### src/rtl/decim4x.sv
// decim4x: 4:1 boxcar decimator (4-tap moving sum scaled by 1/4) with phase checking.
// Ports:
//   clock    - master clock, rising edge
//   reset    - asynchronous, active-low reset
//   clkenin  - 4xFs input sample strobe (one-cycle pulse)
//   clkenout - Fs output strobe (one-cycle pulse)
//   xkin     - signed input sample, valid when clkenin=1
//   ykout    - signed decimated output, registered
//   ykvalid  - one-cycle pulse marking a new ykout
//   phaseerr - sticky flag: clkenout did not follow exactly four clkenin pulses
// Build option: define DECIM4X_ROUND_EN for round-half-up scaling; default truncates.
module decim4x #(
    parameter int WIDTH = 18
) (
    input  logic                    clock,
    input  logic                    reset,
    input  logic                    clkenin,
    input  logic                    clkenout,
    input  logic signed [WIDTH-1:0] xkin,
    output logic signed [WIDTH-1:0] ykout,
    output logic                    ykvalid,
    output logic                    phaseerr
);
    localparam int SW = WIDTH + 2;

    logic signed [WIDTH-1:0] d0, d1, d2, d3;
    logic signed [SW-1:0]    s, s_adj;
    logic [2:0]              phase, phase_now;
    logic                    started;

    always_comb begin
        // A coincident sample replaces the oldest tap so it joins this output's window;
        // when clkenout is low the sum is unused, so clkenin alone may select xkin.
        s = SW'(clkenin ? xkin : d3) + SW'(d0) + SW'(d1) + SW'(d2);
`ifdef DECIM4X_ROUND_EN
        s_adj = s + SW'(2);
`else
        s_adj = s;
`endif
        phase_now = (clkenin && phase != 3'd7) ? phase + 3'd1 : phase;
    end

    always_ff @(posedge clock or negedge reset) begin
        if (!reset) begin
            d0       <= '0;
            d1       <= '0;
            d2       <= '0;
            d3       <= '0;
            ykout    <= '0;
            ykvalid  <= 1'b0;
            phaseerr <= 1'b0;
            phase    <= '0;
            started  <= 1'b0;
        end else begin
            if (clkenin) begin
                d0 <= xkin;
                d1 <= d0;
                d2 <= d1;
                d3 <= d2;
            end
            ykvalid <= clkenout;
            if (clkenout) begin
                // Arithmetic shift by 2 is the bit slice of the two's complement sum.
                ykout   <= s_adj[WIDTH+1:2];
                phase   <= '0;
                started <= 1'b1;
                if (started && phase_now != 3'd4)
                    phaseerr <= 1'b1;
            end else begin
                phase <= phase_now;
            end
        end
    end
endmodule

### config.mk
export PLATFORM = sky130hd
export DESIGN_NAME = decim4x
export DESIGN_NICKNAME = d
export VERILOG_FILES = /design/src/rtl/decim4x.sv
export SDC_FILE = /design/constraint.sdc
export NUM_CORES = 1
export LEC_CHECK = 0
export BUFFER_PORTS_ARGS = -buffer_cell sky130_fd_sc_hd__buf_2
export CAP_MARGIN = 20
export CORE_MARGIN = 5
export CORE_UTILIZATION = 60
export DETAILED_ROUTE_END_ITERATION = 16
export PLACE_DENSITY = 0.8
export SETUP_SLACK_MARGIN = 0.05
export SLEW_MARGIN = 10
export SYNTH_ARGS = -nofsm -noshare
export SYNTH_HDL_FRONTEND = slang
export SYNTH_SLANG_ARGS = --single-unit
### constraint.sdc
create_clock -name clock -period 5 [get_ports clock]
set_input_delay 1 -clock clock [delete_from_list [all_inputs] [get_ports clock]]
set_output_delay 1 -clock clock [all_outputs]
set_load 0.05 [all_outputs]
; ---- Yosys cells after proc, flatten, opt, wreduce, memory -nomap -nowiden
; Cells that the tools add are included.
[op_classes]
n_reduce_logical = 3
div_mod_pow = 0
n_bitwise = 0
shift = 0
n_eq_ne = 2
order_cmp = 0
multipliers = 0
muxes = 3
addsub = 4
[ops]
columns = op, n
row1 = adder 20 x 18 -> 20 bit, 3
row2 = 2-to-1 mux 20 bit, 1
row3 = 2-to-1 mux 3 bit, 2
row4 = inequality test 3 bit (second input constant), 2
row5 = adder 3 x 1 -> 3 bit (second input constant), 1
row6 = logical AND 1 bit, 2
row7 = AND reduction 2 bit, 1
[word_totals]
elab_cells = 21
output_inout_bits = 20
reg_bits = 96
latchBits = 0
ramBits = 0
input_bits = 22
mem_bits_ro = 0
mem_count = 0

; ---- Depth between registers and ports, before layout
; Gate-level depths: netlist of run 1.
[logic_depth]
depth_word = 6
mapped_depth = 14
ltp_nobuf = 12

; ---- Worst setup path before layout of run 1
; OpenSTA, ideal clock, no wires.
[synth_path]
path_kind = input port to flip-flop
from = input port clkenin
to = register ykout[14]
t_arrival_ns = 4.174
n_path_buf = 3
required_time_ns = 4.908
path_slack_ns = 0.734
setup_time_ns = 0.092
cell_stages = 13
cell_sequence = buf_4 > clkbuf_1 > clkbuf_1 > mux2i_1 > fa_1 > inv_1 > ha_1 > nand2_1 > o21a_1 > o31a_1 > or4_1 > and4_1 > o31ai_2
[synth_between]
elab_chain_len = 4
[synth_lines]
columns = item, line
row1 = "start, declared", 17  ; input logic clkenin,
row2 = 2-to-1 mux 20 bit, 34  ; s = SW'(clkenin ? xkin : d3) + SW'(d0) + SW'(d1) + SW'(d2);
row3 = adder 20 x 18 -> 20 bit (3 in a row), 34
row4 = "end signal, assigned", 64  ; ykout <= s_adj[WIDTH+1:2];
row5 = "end, declared", 20  ; output logic signed [WIDTH-1:0] ykout,
; Every way passes these cells.
; A chain may end at the register's enable or synchronous reset.

; ---- Worst setup path in the final report of run 1
; Ends and elaborated chain as after synthesis.

==> results of run 1 <==
[metrics by stage]
stage | std cells | area, um^2
2_1_floorplan | 549 | 5590
3_3_place_gp | 681 | 5880
3_5_place_dp | 681 | 5880
4_1_cts | 697 | 6090
5_1_grt | 697 | 6090
6_report | 697 | 6090
[worst paths after layout]
kind	start	to	slack [ps]	cells past startpoint
max	clkenin	ykout[14]	1140	12
min	phaseerr	phaseerr	470	1
max reg2reg	d0[3]	ykout[14]	1410	11
min reg2reg	phaseerr	phaseerr	470	1
max in group asynchronous	reset	ykout[4]	3340	2
min in group asynchronous	reset	d1[13]	650	1
[sequential cells by signal (all words and copies together) (netlist names)]
register and flops:
phaseerr 1, d0 18, started 1, ykvalid 1, d2 18, d3 18, phase 3, ykout 18
d1 18
[placed cells by master (no fill, tap or decap), drive strengths merged, types with 11 or more instances in the layout]
master / instances
o21ai: 61
buf: 44
mux2: 28
dfrtp: 96
nor2: 11
ha: 19
mux2i: 19
fa: 37
nand2: 75
inv: 104
[cell type report]
| class | instances | area share |
|---|---|---|
| multi-input combinational | 329 | 0.446 |
| sequential | 96 | 0.394 |
| inverter | 101 | 0.0623 |
| timing repair buffer | 44 | 0.0403 |
| tap | 111 | 0.0228 |
| clock buffer | 9 | 0.0203 |
| clock inverter | 7 | 0.0142 |
[power by group through the flow]
stage                     sequential [uW]  combinational, uW  clock [uW]
after floorplan                      1270               1170           0
after global placement               1030               1770           0
after detailed placement             1040               1830           0
after CTS                            1020               1850         550
after global routing                 1040               2060         577
final                                1020               1840         541
[cell usage after synthesis, types with 2 or more instances]
| cell type | number | area [um^2] |
|---|---|---|
| fa_1 | 37 | 741 |
| nand4_1 | 4 | 25.0 |
| ha_1 | 19 | 238 |
| xnor2_1 | 9 | 78.8 |
| mux2i_1 | 19 | 190 |
| nor3_1 | 3 | 15.0 |
| o21ai_0 | 57 | 285 |
| a221oi_1 | 2 | 17.5 |
| inv_1 | 101 | 379 |
| a311oi_1 | 2 | 17.5 |
| nor2_1 | 11 | 41.3 |
| xor2_1 | 6 | 52.6 |
| nand2_1 | 75 | 282 |
| and4_1 | 2 | 17.5 |
| clkbuf_1 | 21 | 78.8 |
| a21oi_1 | 9 | 45.0 |
| and2_1 | 2 | 12.5 |
| dfrtp_1 | 96 | 2400 |
| o21a_1 | 5 | 37.5 |
| a31oi_1 | 3 | 18.8 |
| o21bai_1 | 2 | 15.0 |
| mux2_2 | 27 | 304 |
| o21ai_1 | 4 | 20.0 |
| o211ai_1 | 2 | 15.0 |
| nand3_1 | 2 | 10.0 |
| a31o_2 | 3 | 26.3 |
| o31ai_1 | 3 | 22.5 |
| nand2b_1 | 3 | 18.8 |
[routing by layer]
metal  up-vias  routed length [um]  track usage
li1       1835                   -            -
met1      1903                4640        0.273
met2        68                5270        0.342
met3        16                 409       0.0310
met4         0                 206       0.0740
met5         -                   0            0
[cells by family after synthesis]
group,synth area share
AND/OR/NAND/NOR,0.0845
AO/OA/AOI/OAI,0.112
XOR/XNOR,0.0235
multiplexers,0.0912
flip-flops,0.430
buffers and inverters,0.0840
adder cells (fa/ha/maj),0.175
==> impl_results.md, run 1 <==
- Sw Share: 0.446
- Latest clock arrival within the worst-skew pair: 380 ps
- CP max stage delay: 530 ps
- Fin Hold WS: 473 ps
- Initial antenna violation count: 0
- Final hold violations: 0
- Type of the worst setup path: in2reg
- Vias/cell: 5.48
- Fillers: 696
- Detail Route Antenna Nets: 0
- IO buf count: 41
- RSZ-0062 raised after global routing: false
- Drt initial violations: 214
- Crit Path Max Fanout: 50
- Fin util: 0.665
- Cts bufs inserted: 9
- PD cells: 558 mW/mm^2
- DIE AREA: 0.0113 mm^2
- Post-detail-place hpwl: 8080 um
- Area of the multi-input gates: 0.00271 mm^2
- Max transition margin: 0.546
- Core Region: 0.00915 mm^2
- # diodes: 0
- Worst Path Arrival: 4150 ps
- Post-CTS sizing: 0
- Final Max Slew Viols: 0
- Setup tns final: 0 ps
- Total Routing Usage GR: 0.205
- Routed WL per cell: 15.1 um
- Residual DRC: 0
- Final WS setup: 1140 ps
- Yosys warning total: 0
- Max Buffers Root-to-Sink: 2
- Skew final: 12.8 ps
- GRT overflow: 0
- Final setup fails: 0
- Status: completed
- Share of layout cells above drive strength 1: 0.162
- Vias in the first global route: 4037
- Comb power frac: 0.540
- Worst-margin pin slew: 682 ps
- Cell internal pwr: 1890 uW
- Post-Syn Area: 0.00559 mm^2
- Master of the slowest instance on the critical path: or4_1
- CTS HTree Levels: 3
- Critical path capture point type: flip-flop
- Vias: 3822
- GPL Wtd Cong: 0.821
- Sequential share of power: 0.301
- Flops & latches, synth: 96
- Boundary pin count: 42
- Post-route minimum period: 3860 ps
- Reg clk slew, reported paths: 110 ps
- Root Driver: clkbuf_8
- Sw power: 1520 uW
- Post-synth top flop: dfrtp_1
- Asr flop ratio synth: 1.00
- Cell Chain, Critical Path: buf_4, buf_4, mux2i_1, fa_1, inv_1, ha_1, nand2_1, o21a_1, o31a_1, or4_1, and4_1, o31ai_2
- Post-synth EDFFs: 0
- Total power draw: 3400 uW
- CP delay by family, top: adder cells
- Static Leak: 0.00302 uW
- Synthesized area per cell: 10.2 um^2
- Starting Density: 0.610
- Worst path most repeated cell: buf_4
- Fmax: 259 MHz
- CTS tree: done
- Setup Buffers After CTS: 0
- Hold bufs inserted after CTS: 0
- Cells after Synth: 549
- Area Overhead vs Synth: 9.03%
- DIE HEIGHT: 106 um
- VDD IR-drop max: 293 uV
- Dpl ws: 777 ps
- Max_cap viols: 0
- # rows: 35
- DR pass1 iterations: 4
- Count of cell types in the netlist: 48
- Pin count of the biggest net entering global routing: 74
- Final nets: 659
- Die Wd: 106 um
- Final period util: 0.771
- Clock Power Share: 0.159
- Syn_nets: 627
- Seq/Total Area, Yosys: 0.430
- HP Class: reg2reg
- Global-route wire length before repair: 18600 um
- Routed WL: 10500 um
- CP Buf/Inv Count: 3
- Register area: 0.00240 mm^2
- Clk sinks: 96
- Critical Path Source Type: primary input
- CP required: 5290 ps
No activity file was read; power rests on OpenSTA's default activity.
==> inputs of run 2 (changes only) <==
--- a/config.mk
+++ b/config.mk
@@ -8,9 +8,9 @@
 export BUFFER_PORTS_ARGS = -buffer_cell sky130_fd_sc_hd__buf_2
 export CAP_MARGIN = 20
 export CORE_MARGIN = 5
-export CORE_UTILIZATION = 60
+export CORE_UTILIZATION = 55
 export DETAILED_ROUTE_END_ITERATION = 16
-export PLACE_DENSITY = 0.8
+export PLACE_DENSITY = 0.77
 export SETUP_SLACK_MARGIN = 0.05
 export SLEW_MARGIN = 10
 export SYNTH_ARGS = -nofsm -noshare
==> constraint.sdc (replaced) <==
create_clock -name clock -period 3.2 [get_ports clock]
set_input_delay 0.64 -clock clock [delete_from_list [all_inputs] [get_ports clock]]
set_output_delay 0.64 -clock clock [all_outputs]
set_load 0.05 [all_outputs]
==> impl_results.md, run 2 (synthesis results as in run 1) <==
- Status: complete, but fails checks
- Failing checks: negative setup slack
- Total Routing Usage GR: 0.199 (-0.00530)
- Final WS setup: -141 ps (-1290 ps)
- CTS HTree Levels: 3 (unchanged)
- Max Buffers Root-to-Sink: 2 (unchanged)
- Routed WL: 12000 um (+14%)
- Reg clk slew, reported paths: 100 ps (about the same)
- GRT overflow: 0 (unchanged)
- Final period util: 1.04
- Drt initial violations: 220 (+2.8%)
- Final hold violations: 0 (unchanged)
- DR pass1 iterations: 6 (+2)
- IO buf count: 41 (unchanged)
- Initial antenna violation count: 0 (unchanged)
- Hold bufs inserted after CTS: 0 (unchanged)
- PD cells: 958 mW/mm^2 (+72%)
- Max_cap viols: 0 (unchanged)
- Cell Chain, Critical Path: inv_2, fa_1, inv_1, fa_1, nand3b_1, fa_2, nor2b_4, o31ai_4, a31o_4, o211ai_1, buf_4, nor3_2, a311oi_1
- Vias: 4070 (+6.5%)
- Commonest non-fill, non-tap cells in the layout: 96 x dfrtp_1, 91 x inv_1, 70 x nand2_1
- GPL Wtd Cong: 0.841 (+2.5%)
- CP required: 3480 ps (-1810 ps)
- Detail Route Antenna Nets: 0 (unchanged)
- Post-detail-place hpwl: 8460 um (+4.7%)
- Fmax: 299 MHz
- Area Overhead vs Synth: 23.1%
- Pin count of the biggest net entering global routing: 53 (-28%)
- Die Wd: 111 um (+4.0%)
- Share of layout cells above drive strength 1: 0.298 (+0.135)
- Critical path capture point type: flip-flop
- Master of the slowest instance on the critical path: fa_1
- Final setup fails: 9 (+9)
- R2r endpoint: ykout[17]
- Final Max Slew Viols: 0 (unchanged)
- VDD IR-drop max: 585 uV (+100%)
- Global-route wire length before repair: 20100 um (+8.2%)
- Type of the worst setup path: reg2reg
- Routed WL per cell: 15.4 um (+2.3%)
- Root Driver: clkbuf_8
- Fin Hold WS: 258 ps (-215 ps)
- Vias/cell: 5.25 (-4.2%)
- Latest clock arrival within the worst-skew pair: 380 ps (about the same)
- Vias in the first global route: 4293 (+6.3%)
- R2r setup slk: -140 ps (-1550 ps)
- CTS tree: done
- Final nets: 715 (+8.5%)
- Clk sinks: 96 (unchanged)
- DIE HEIGHT: 111 um (+4.0%)
- Reg2reg path depth: 13 (+2)
- HP Class: in2async
- Worst path most repeated cell: fa_1
- Crit Path Max Fanout: 4 (-92%)
- Post-route minimum period: 3340 ps
- Commonest non-fill, non-tap cell in the layout: dfrtp_1
- Core Region: 0.00982 mm^2 (+7.3%)
- DIE AREA: 0.0123 mm^2 (+8.2%)
- Max transition margin: 0.605 (+0.0594)
- Static Leak: 0.00334 uW (+11%)
- Worst-margin pin slew: 593 ps (-89.1 ps)
- Worst Path Arrival: 3620 ps (-530 ps)
- CP max stage delay: 530 ps (about the same)
- Starting Density: 0.569 (-0.0414)
- Skew final: 15.0 ps (+2.16 ps)
- Critical Path Source Type: flip-flop
- Worst R2R Start: d0[1]
- RSZ-0062 raised after global routing: true
- Cts bufs inserted: 9 (unchanged)
- Residual DRC: 0 (unchanged)
- Total power draw: 6590 uW (+94%)
- # diodes: 0 (unchanged)
- # rows: 36 (+2.9%)
- Boundary pin count: 42 (unchanged)
[run 2: changes by cell type in the layout (fill, tap and decap cells not counted), moves of 8 or more]
cell	delta
buf_4	+50
inv_1	-10
inv_2	+10
ha_1	-8
ha_4	+8
[run 2: worst max path at each step]
stage	start	endpoint	cells past startpoint	slack [ps]
finish	d0[1]	ykout[17]	13	-140
global route	d0[1]	ykout[17]	13	-270
CTS	d0[1]	ykout[17]	13	-120
detailed placement	clkenin	ykout[14]	13	-220
global placement	clkenin	ykout[14]	13	-170
floorplan	clkenin	ykout[13]	14	-150
[run 2: layer usage]
metal / vias to the layer above / share of wire / track usage
met3: 20 / 0.035 / 0.0322
met2: 77 / 0.49 / 0.321
li1: 1960 / - / -
met1: 2013 / 0.45 / 0.270
met4: 0 / 0.021 / 0.0821
met5: - / 0 / 0
[run 2: cell type report]
| class | instances | area (um^2) |
|---|---|---|
| clock buffer | 10 | 138 |
| fill | 698 | 2950 |
| multi-input combinational | 329 | 2980 |
| inverter | 101 | 379 |
| sequential | 96 | 2400 |
| tap | 133 | 166 |
| timing repair buffer | 100 | 714 |
| clock inverter | 6 | 90.1 |
[run 2: metrics by stage]
| step | worst slack (ps) | TNS [ps] | std cells | area (um^2) | utilization |
|---|---|---|---|---|---|
| final | -141 | -677 | 775 | 6870 | 0.700 |
| after global routing | -272 | -1920 | 775 | 6870 | 0.700 |
| after CTS | -117 | -603 | 766 | 6720 | 0.684 |
| after detailed placement | -216 | -1360 | 743 | 6370 | 0.648 |
| after global placement | -166 | -816 | 743 | 6370 | 0.648 |
| after floorplan | -148 | -438 | 549 | 5790 | - |
[run 2: worst max-delay path, delay by kind of cell (launching register included)]
| kind | cells | cell delay, ps |
|---|---|---|
| AND/OR/NAND/NOR | 3 | 310 |
| flip-flops | 1 | 370 |
| adder cells (fa/ha/maj) | 3 | 1410 |
| AO/OA/AOI/OAI | 4 | 850 |
| buffers and inverters | 3 | 310 |
[run 2: power breakdown]
part / switching [uW] / internal (uW)
clock: 451 / 466
sequential: 141 / 1460
combinational: 2200 / 1870
total: 2790 / 3800
[run 2: repair_timing]
action / 4_1_cts / 5_1_grt
endpoints found under the hold margin: 0 / 0
pin swaps: 19 / 11
gates resized for setup: 19 / 16
buffers inserted: 7 / 9
endpoints found under the setup margin: 11 / 13
